[config.mk]
export PLATFORM = sky130hd
export DESIGN_NAME = uart_tx_fifo
export DESIGN_NICKNAME = d
export VERILOG_FILES = /design/src/rtl/uart_tx_fifo_pkg.sv /design/src/rtl/uart_tx_fifo_sync_fifo.sv /design/src/rtl/uart_tx_fifo.sv
export SDC_FILE = /design/constraint.sdc
export NUM_CORES = 1
export LEC_CHECK = 0
export CAP_MARGIN = 20
export CORE_MARGIN = 5
export CORE_UTILIZATION = 30
export CTS_CLUSTER_DIAMETER = 100
export CTS_CLUSTER_SIZE = 30
export DETAILED_ROUTE_END_ITERATION = 8
export GPL_TIMING_DRIVEN = 0
export PLACE_DENSITY = 0.55
export RECOVER_POWER = 100
export SLEW_MARGIN = 20
export SYNTH_ARGS = -nofsm -noshare
export SYNTH_HDL_FRONTEND = slang
export SYNTH_HIERARCHICAL = 1
export SYNTH_SLANG_ARGS = --single-unit
[constraint.sdc]
create_clock -name i_clk -period 4.48 [get_ports i_clk]
set_clock_uncertainty 0.2 [all_clocks]
set_input_delay 0.896 -clock i_clk [delete_from_list [all_inputs] [get_ports i_clk]]
set_output_delay 0.896 -clock i_clk [all_outputs]
set_load 0.02 [all_outputs]
[src/rtl/uart_tx_fifo_pkg.sv]
// Shared definitions for the UART transmit path: FSM state encoding,
// default bit-period divider settings and frame geometry.
package uart_tx_fifo_pkg;

    // Transmitter FSM states. PARITY is only reachable when the parity
    // option is compiled in; the encoding is fixed either way.
    typedef enum logic [2:0] {
        ST_IDLE   = 3'd0,
        ST_START  = 3'd1,
        ST_DATA   = 3'd2,
        ST_PARITY = 3'd3,
        ST_STOP   = 3'd4
    } tx_state_t;

    // Default divider: bit period is DEF_DIV_CNT+1 clocks, the same
    // convention used by the receive path.
    localparam int         DEF_DIV_WID = 7;
    localparam logic [6:0] DEF_DIV_CNT = 7'd86;

    // Data bits per frame, sent LSB first.
    localparam int FRAME_DATA_BITS = 8;

    // Even parity over one data byte.
    function automatic logic even_parity(input logic [7:0] b);
        return ^b;
    endfunction

endpackage

[src/rtl/uart_tx_fifo_sync_fifo.sv]
// Small synchronous FIFO feeding the UART transmitter.
// Depth is 2**AW. Pushes while full are dropped, pops while empty are
// ignored; a simultaneous accepted push and pop leaves the count alone.
// Read data is presented combinationally from the head entry.
module sync_fifo #(
    parameter int WIDTH = 8,
    parameter int AW    = 2
) (
    input  logic             clk,
    input  logic             rst,
    input  logic             push,
    input  logic             pop,
    input  logic [WIDTH-1:0] din,
    output logic [WIDTH-1:0] dout,
    output logic [AW:0]      count,
    output logic             full,
    output logic             empty
);

    localparam int         DEPTH     = 1 << AW;
    localparam logic [AW:0] DEPTH_CNT = (AW+1)'(DEPTH);

    logic [WIDTH-1:0] mem [DEPTH];
    logic [AW-1:0]    wr_ptr;
    logic [AW-1:0]    rd_ptr;
    logic             push_ok;
    logic             pop_ok;

    // Full/empty come straight from the registered count, so a push on
    // the edge where a pop frees a slot is still refused.
    assign full    = (count == DEPTH_CNT);
    assign empty   = (count == '0);
    assign push_ok = push & ~full;
    assign pop_ok  = pop & ~empty;
    assign dout    = mem[rd_ptr];

    // Storage array; contents need no reset because count gates every read.
    always_ff @(posedge clk) begin
        if (push_ok) begin
            mem[wr_ptr] <= din;
        end
    end

    // Pointers wrap naturally at 2**AW; count tracks occupancy.
    always_ff @(posedge clk or posedge rst) begin
        if (rst) begin
            wr_ptr <= '0;
            rd_ptr <= '0;
            count  <= '0;
        end else begin
            if (push_ok) begin
                wr_ptr <= wr_ptr + 1'b1;
            end
            if (pop_ok) begin
                rd_ptr <= rd_ptr + 1'b1;
            end
            case ({push_ok, pop_ok})
                2'b10:   count <= count + 1'b1;
                2'b01:   count <= count - 1'b1;
                default: count <= count;
            endcase
        end
    end

endmodule

[src/rtl/uart_tx_fifo.sv]
// Byte-wide UART transmitter (8N1, LSB first) with a small transmit FIFO.
// Bytes are pushed with i_dataen while o_ready is high and are sent
// back-to-back: when a stop bit ends with data queued, the next start bit
// follows immediately.
// Optional feature: define UART_TX_PARITY_EN to insert an even-parity bit
// between the data bits and the stop bit (11 bit periods per frame).
module uart_tx_fifo
    import uart_tx_fifo_pkg::*;
#(
    parameter int                 DIV_WID = DEF_DIV_WID,
    parameter logic [DIV_WID-1:0] DIV_CNT = DIV_WID'(DEF_DIV_CNT),
    parameter int                 FIFO_AW = 2
) (
    input  logic             i_clk,
    input  logic             i_rst,
    input  logic [7:0]       i_data,
    input  logic             i_dataen,
    output logic             o_ready,
    output logic             o_uart_tx,
    output logic             o_busy,
    output logic [FIFO_AW:0] o_fifo_cnt
);

    localparam logic [2:0] LAST_BIT = 3'(FRAME_DATA_BITS - 1);

    tx_state_t          state;
    logic [DIV_WID-1:0] div;
    logic [2:0]         bit_cnt;
    logic [7:0]         shift;
    logic               tx;
`ifdef UART_TX_PARITY_EN
    logic               parity;
`endif

    logic               fifo_pop;
    logic [7:0]         fifo_dout;
    logic [FIFO_AW:0]   fifo_cnt;
    logic               fifo_full;
    logic               fifo_empty;
    logic               bit_end;

    sync_fifo #(
        .WIDTH (8),
        .AW    (FIFO_AW)
    ) u_fifo (
        .clk   (i_clk),
        .rst   (i_rst),
        .push  (i_dataen),
        .pop   (fifo_pop),
        .din   (i_data),
        .dout  (fifo_dout),
        .count (fifo_cnt),
        .full  (fifo_full),
        .empty (fifo_empty)
    );

    assign bit_end    = (div == '0);
    assign o_ready    = ~fifo_full;
    assign o_fifo_cnt = fifo_cnt;
    assign o_uart_tx  = tx;
    assign o_busy     = (state != ST_IDLE) | ~fifo_empty;

    // Pop the FIFO head when idle, or at the end of a stop bit so the next
    // frame starts without an idle gap.
    always_comb begin
        fifo_pop = 1'b0;
        if (!fifo_empty) begin
            if (state == ST_IDLE) begin
                fifo_pop = 1'b1;
            end else if ((state == ST_STOP) && bit_end) begin
                fifo_pop = 1'b1;
            end
        end
    end

    // Transmit FSM: bit-period divider, shift register and registered line.
    always_ff @(posedge i_clk or posedge i_rst) begin
        if (i_rst) begin
            state   <= ST_IDLE;
            div     <= '0;
            bit_cnt <= '0;
            shift   <= '0;
            tx      <= 1'b1;
`ifdef UART_TX_PARITY_EN
            parity  <= 1'b0;
`endif
        end else begin
            case (state)
                ST_IDLE: begin
                    tx <= 1'b1;
                    if (fifo_pop) begin
                        shift  <= fifo_dout;
`ifdef UART_TX_PARITY_EN
                        parity <= even_parity(fifo_dout);
`endif
                        tx     <= 1'b0;
                        div    <= DIV_CNT;
                        state  <= ST_START;
                    end
                end

                ST_START: begin
                    if (bit_end) begin
                        tx      <= shift[0];
                        shift   <= shift >> 1;
                        bit_cnt <= '0;
                        div     <= DIV_CNT;
                        state   <= ST_DATA;
                    end else begin
                        div <= div - 1'b1;
                    end
                end

                ST_DATA: begin
                    if (bit_end) begin
                        div <= DIV_CNT;
                        if (bit_cnt == LAST_BIT) begin
                            bit_cnt <= '0;
`ifdef UART_TX_PARITY_EN
                            tx      <= parity;
                            state   <= ST_PARITY;
`else
                            tx      <= 1'b1;
                            state   <= ST_STOP;
`endif
                        end else begin
                            tx      <= shift[0];
                            shift   <= shift >> 1;
                            bit_cnt <= bit_cnt + 1'b1;
                        end
                    end else begin
                        div <= div - 1'b1;
                    end
                end

`ifdef UART_TX_PARITY_EN
                ST_PARITY: begin
                    if (bit_end) begin
                        tx    <= 1'b1;
                        div   <= DIV_CNT;
                        state <= ST_STOP;
                    end else begin
                        div <= div - 1'b1;
                    end
                end
`endif

                ST_STOP: begin
                    if (bit_end) begin
                        if (fifo_pop) begin
                            shift  <= fifo_dout;
`ifdef UART_TX_PARITY_EN
                            parity <= even_parity(fifo_dout);
`endif
                            tx     <= 1'b0;
                            div    <= DIV_CNT;
                            state  <= ST_START;
                        end else begin
                            tx    <= 1'b1;
                            div   <= '0;
                            state <= ST_IDLE;
                        end
                    end else begin
                        div <= div - 1'b1;
                    end
                end

                default: begin
                    tx      <= 1'b1;
                    div     <= '0;
                    bit_cnt <= '0;
                    state   <= ST_IDLE;
                end
            endcase
        end
    end

endmodule

# Word-level counts from Yosys, hierarchy flattened
# Memories as Yosys holds them, arrays and structs flattened.
# Index checks and enable logic that the tools add are counted.
[classes]
n_addsub = 6
eq_ne = 13
muxes = 34
bitwise = 6
reduce_logical = 13
[op_table]
columns = ["cell", "n"]
rows = [
  ["$mux 8", 5],
  ["$pmux 8 s4", 1],
  ["$mux 7", 4],
  ["$mux 3", 8],
  ["$pmux 7 s3", 1],
  ["$pmux 3 s4", 1],
  ["$mux 1", 11],
  ["$ne 2x2->1 const B", 5],
  ["$reduce_and 5->1", 2],
  ["$eq 3x3->1 const B", 3],
  ["$pmux 3 s3", 1],
  ["$logic_not 7->1", 1],
  ["$sub 7x1->7 const B", 1],
  ["$add 3x1->3 const B", 2],
  ["$logic_not 3->1", 2],
  ["$pmux 3 s2", 1],
  ["$reduce_and 3->1", 2],
  ["$add 2x1->2 const B", 2],
  ["$pmux 1 s4", 1],
  ["$reduce_bool 4->1", 1],
  ["$reduce_or 2->1", 2],
  ["$eq 3x1->1 const B", 1],
  ["$eq 3x2->1 const B", 1],
  ["$not 1->1", 3],
  ["other kinds (9)", 10],
]
[totals]
ff_bits = 29
mem_bits_rw = 32
inputBits = 11
output_inout_bits = 6
word_cells = 81
memories = 1
[mem_list]
columns = ["memory", "depth", "width", "rd", "rd_clocked_by_memory_dff", "write_ports", "line", "rtl"]
rows = [
  ["u_fifo.mem", 4, 8, 1, 0, 1, "uart_tx_fifo_sync_fifo.sv:23", "logic [WIDTH-1:0] mem [DEPTH];"],
]

# Depth between registers and ports, before layout
[depth]
depth_word = 8
mapped_depth = 12
mapped_depth_nobuf = 12

# Modules after synthesis
# Netlist, hierarchy kept.
[by_module_without_submodules]
columns = ["module", "n_inst", "cells_per_inst", "area_each_um2", "seq_area_each_um2"]
rows = [
  ["sync_fifo", 1, 80, 1596.5, 1136.1],
  ["uart_tx_fifo", 1, 146, 1445.1, 551.8],
]

# Worst setup path after synthesis
# Ideal clock, no wire load.
[synth_path]
path_kind = "reg2reg"
start = "reg div[2]"
end = "reg u_fifo.count[2]"
setup_ns = 0.080
arrival_time_ns = 2.743
required_time_ns = 4.200
slack_ns = 1.457
path_stages_with_launch = 13
synth_period_minus_slack_ns = 3.023
path_cell_list = "dfrtp_1 -> buf_6 -> or4_1 -> buf_4 -> o21ai_0 -> nor3b_1 -> o31a_2 -> ha_1 -> inv_1 -> fa_1 -> xor2_1 -> nor2_1 -> xor2_1"
[synth_via]
elab_chain_cells = 8
word_cells_on_any_way = 10
classes_between = "eq/ne: 2; mux: 4; bitwise: 1; reduce/logical: 3"
[synth_lines]
columns = ["item", "line", "rtl"]
rows = [
  ["from (decl)", "uart_tx_fifo.sv:27", "logic [DIV_WID-1:0] div;"],
  ["from (signal assigned)", "uart_tx_fifo.sv:110", "div <= div - 1'b1;"],
  ["from (signal assigned)", "uart_tx_fifo.sv:132", "div <= div - 1'b1;"],
  ["from (signal assigned)", "uart_tx_fifo.sv:164", "div <= div - 1'b1;"],
  ["$logic_not 7->1 *", "uart_tx_fifo.sv:57", "assign bit_end = (div == '0);"],
  ["$logic_and 1x1->1 *", "uart_tx_fifo.sv:70", "end else if ((state == ST_STOP) && bit_end) begin"],
  ["$mux 1 *", "uart_tx_fifo.sv:70", ""],
  ["$mux 1 *", "uart_tx_fifo.sv:68", "if (state == ST_IDLE) begin"],
  ["$mux 1 *", "uart_tx_fifo.sv:67", "if (!fifo_empty) begin"],
  ["via fifo_pop", "uart_tx_fifo.sv:35", "logic fifo_pop;"],
  ["$and 1x1->1 *", "uart_tx_fifo_sync_fifo.sv:34", "assign pop_ok = pop & ~empty;"],
  ["via u_fifo.pop_ok", "uart_tx_fifo_sync_fifo.sv:27", "logic pop_ok;"],
  ["$eq 2x1->1 / $eq 2x2->1 (equally long branches)", "uart_tx_fifo_sync_fifo.sv:57", "case ({push_ok, pop_ok})"],
  ["$pmux 3 s2 / $reduce_bool 2->1 (equally long branches)", "n/a", ""],
  ["to (signal assigned)", "uart_tx_fifo_sync_fifo.sv:58", "2'b10: count <= count + 1'b1;"],
  ["to (signal assigned)", "uart_tx_fifo_sync_fifo.sv:59", "2'b01: count <= count - 1'b1;"],
  ["to (signal assigned)", "uart_tx_fifo_sync_fifo.sv:60", "default: count <= count;"],
  ["to (decl)", "uart_tx_fifo_sync_fifo.sv:15", "output logic [AW:0] count,"],
]
# Mark *: on every way through the listed nets, which the timed path passes. The rest lies on a longest branch.
# A chain may end at the register's enable or synchronous reset.

# Worst setup path after layout
[layout_path]
start = "reg u_fifo.count[0]"
end = "out o_busy"
[layout_via]
elab_chain_cells = 3
[layout_lines]
columns = ["item", "line", "rtl"]
rows = [
  ["$logic_not 3->1", "uart_tx_fifo_sync_fifo.sv:32", "assign empty = (count == '0);"],
  ["via fifo_empty", "uart_tx_fifo.sv:39", "logic fifo_empty;"],
  ["$not 1->1", "uart_tx_fifo.sv:61", "assign o_busy = (state != ST_IDLE) | ~fifo_empty;"],
  ["$or 1x1->1", "uart_tx_fifo.sv:61", ""],
  ["to (decl)", "uart_tx_fifo.sv:20", "output logic o_busy,"],
]
# The timed path passes the listed nets, and every way through them passes these cells.

==> results.json <==
{
  "num_rows": 36,
  "design.die.area_mm2": 0.0123,
  "critical_path_arrival_ns": 3.06,
  "post-place-ws_ns": 0.703,
  "pwr-share-comb_pct": 34.3,
  "final.setup.tns_ns": 0,
  "cts_buffers": 9,
  "synth_flop_cell": "edfxtp_1",
  "min_period_ns": 4.16,
  "path_class": "flop to primary output",
  "async_reset_ff_share_pct": 47.5,
  "grt_pass1_wl_um": 9620,
  "setup_violations": 0,
  "n_antenna_cell": 0,
  "ys_warn_count": 6,
  "netlist_area_mm2": 0.00304,
  "crit_fanout": 7,
  "drv_slew": 0,
  "cts_setup_buffers": 0,
  "fin_ws_ns": 0.324,
  "vdd_drop_max_uv": 258,
  "hold_path.class": "flop to flop",
  "tightest_slew_ns": 1.31,
  "grt_pass1_vias": 1955,
  "drtPass1Iterations": 4,
  "internal_power_mw": 1.37,
  "hold_viol_final": 0,
  "num_io_pins": 17,
  "ys_seq_area_share_pct": 55.5,
  "cp.required_ns": 3.38,
  "synth_top_area_share_pct": 31.6,
  "vias_per_cell": 4.83,
  "syn_nets": 247,
  "final_util_pct": 35.7,
  "yosysUniqueCellTypes": 55,
  "syn2layout_area_growth_pct": 15.3,
  "hold_buffers": 0,
  "cts.sinks": 61,
  "die_w_um": 111,
  "avgSynthCellArea_um2": 13.5,
  "hold-worst-slack_ns": 0.299,
  "power_leakage_nw": 1.30,
  "clockBufferDepth": 2,
  "portBuffers": 16,
  "antenna_found_initial": 0,
  "p_per_area_mw_per_mm2": 590,
  "chipHeight_um": 111,
  "dp_cells": 375,
  "root_buffer": "clkbuf_8",
  "cts_resized": 0,
  "ys_top_cells_by_area": "edfxtp_1 32%, dfrtp_1 23%, mux4_2 5.9%, mux2_2 5.6%, ha_1 3.7%",
  "rsz0062_at_grt": "false",
  "synth-seq-cells": 61,
  "cap_viol_max_count": 0,
  "clkPwrFrac_pct": 23.5,
  "initial_core_util_pct": 31.0,
  "core_area_mm2": 0.00982,
  "grt_max_degree": 23,
  "end_kind": "primary output",
  "via_count": 1890,
  "drc": 0,
  "cts_tree": "built",
  "post_drt_wl_per_cell_um": 14.5,
  "grt.overflow.total": 0,
  "gp_congestion": 0.807,
  "status": "finished clean",
  "synth_edf_count": 32,
  "drive_above_1_share_pct": 18.2,
  "fmax_ghz": 0.241,
  "yosys-top-cells-count": "32 x edfxtp_1, 28 x dfrtp_1, 15 x mux2_2",
  "postRouteAntennaNets": 0,
  "period_share_pct": 92.8,
  "clk_pin_slew_worst_paths_ns": 0.07,
  "postLayoutCellArea_mm2": 0.00351,
  "startpoint_type": "flop",
  "fin_cells": 391,
  "synth_most_common_cell": "edfxtp_1",
  "switching_share_pct": 33.7,
  "place_area_mm2": 0.00337,
  "grt_usage_pct": 9.64,
  "htree_levels": 3,
  "switching_power_mw": 0.697,
  "dp_hpwl_um": 3910,
  "p_total_mw": 2.07,
  "maxSlewHeadroom_pct": 11.7,
  "finalWirelength_um": 5680,
  "p_seq_share_pct": 42.2,
  "netlist_instances": 226,
  "dr.first_iter.drc_count": 70,
  "clock_latency_ns": 0.34,
  "nFillCells": 1026,
  "num-nets-final": 274,
  "yosys.area.top_type": "edfxtp_1"
}
## sequential cells by signal, summed over array words and instances (netlist names)
register       count
u_fifo/mem        32
shift              8
div                7
bit_cnt            3
state              3
u_fifo/count       3
u_fifo/rd_ptr      2
u_fifo/wr_ptr      2
o_uart_tx          1
## cells in the final DEF (no fill, tap or decap), types with 3 or more instances in the layout
master	netlist	final
a21oi_1	9	9
a31oi_1	3	4
and2_0	0	4
clkbuf_1	8	10
clkbuf_8	0	9
dfrtp_1	28	28
dlygate4sd3_1	0	15
edfxtp_1	32	32
ha_1	9	9
inv_1	14	14
mux2_2	15	16
mux4_2	8	8
nand2_1	6	6
nand3_1	5	5
nor2_1	8	9
nor2b_1	3	4
nor3_1	5	5
nor3b_1	4	4
o211ai_1	3	3
o21ai_0	8	8
xnor2_1	4	4
xor2_1	7	7
## logic make-up (layout without fill, tap and decap cells)
kind of cell / after synthesis / after routing / synth area share (%)
AOI/OAI and AO/OA: 44 / 44 / 10.7
muxes: 26 / 26 / 12.6
DFF: 61 / 61 / 55.5
and+or+nand+nor: 49 / 49 / 10.2
adders and majority gates: 10 / 10 / 4.36
buffers and inverters: 25 / 57 / 3.50
xor gates and xnor gates: 11 / 11 / 3.17
## cell type report
cell class / count / area (um^2) / area share [%]
Timing Repair Buffer: 16 / 160 / 4.56
Clock inverter: 7 / 72.6 / 2.07
Buffer: 11 / 42.5 / 1.21
Tap cell: 133 / 166 / 4.74
Inverter: 14 / 52.6 / 1.50
Sequential cell: 61 / 1690 / 48.1
Multi-Input combinational cell: 140 / 1200 / 34.3
Clock buffer: 9 / 124 / 3.53
## worst max-delay path: stages, from the launching register on
cell and delay, ns:
dfrtp_1 0.47, nor3_1 0.81, or4b_2 0.63, clkbuf_1 0.22, clkdlybuf4s50_1 0.59
## power by group through the flow
stage	Combinational (mW)	Sequential [mW]	Clock, mW
floorplan	0.561	0.884	0
global placement	0.757	0.883	0
detailed placement	0.756	0.890	0
CTS	0.761	0.878	0.506
global route	0.785	0.895	0.529
finish	0.711	0.873	0.486
## routing by layer
metal	GRT usage, %	part of all wire (%)	wire [um]
met1	12.6	47	2680
met2	15.1	49	2760
met3	2.13	3.4	193
met4	4.68	0.95	54
met5	0	0	0
## worst paths after layout
kind,from,endpoint,slack (ns),cells after the start
setup / recovery,u_fifo/count[0],o_busy,0.32,4
hold / removal,bit_cnt[1],bit_cnt[1],0.30,1
setup reg to reg,div[2],u_fifo/count[2],0.85,12
hold reg to reg,bit_cnt[1],bit_cnt[1],0.30,1
max in group asynchronous,i_rst,state[2],2.52,2
min in group asynchronous,i_rst,u_fifo/count[2],0.76,2
Note: power is estimated with default switching activity, not from simulation.
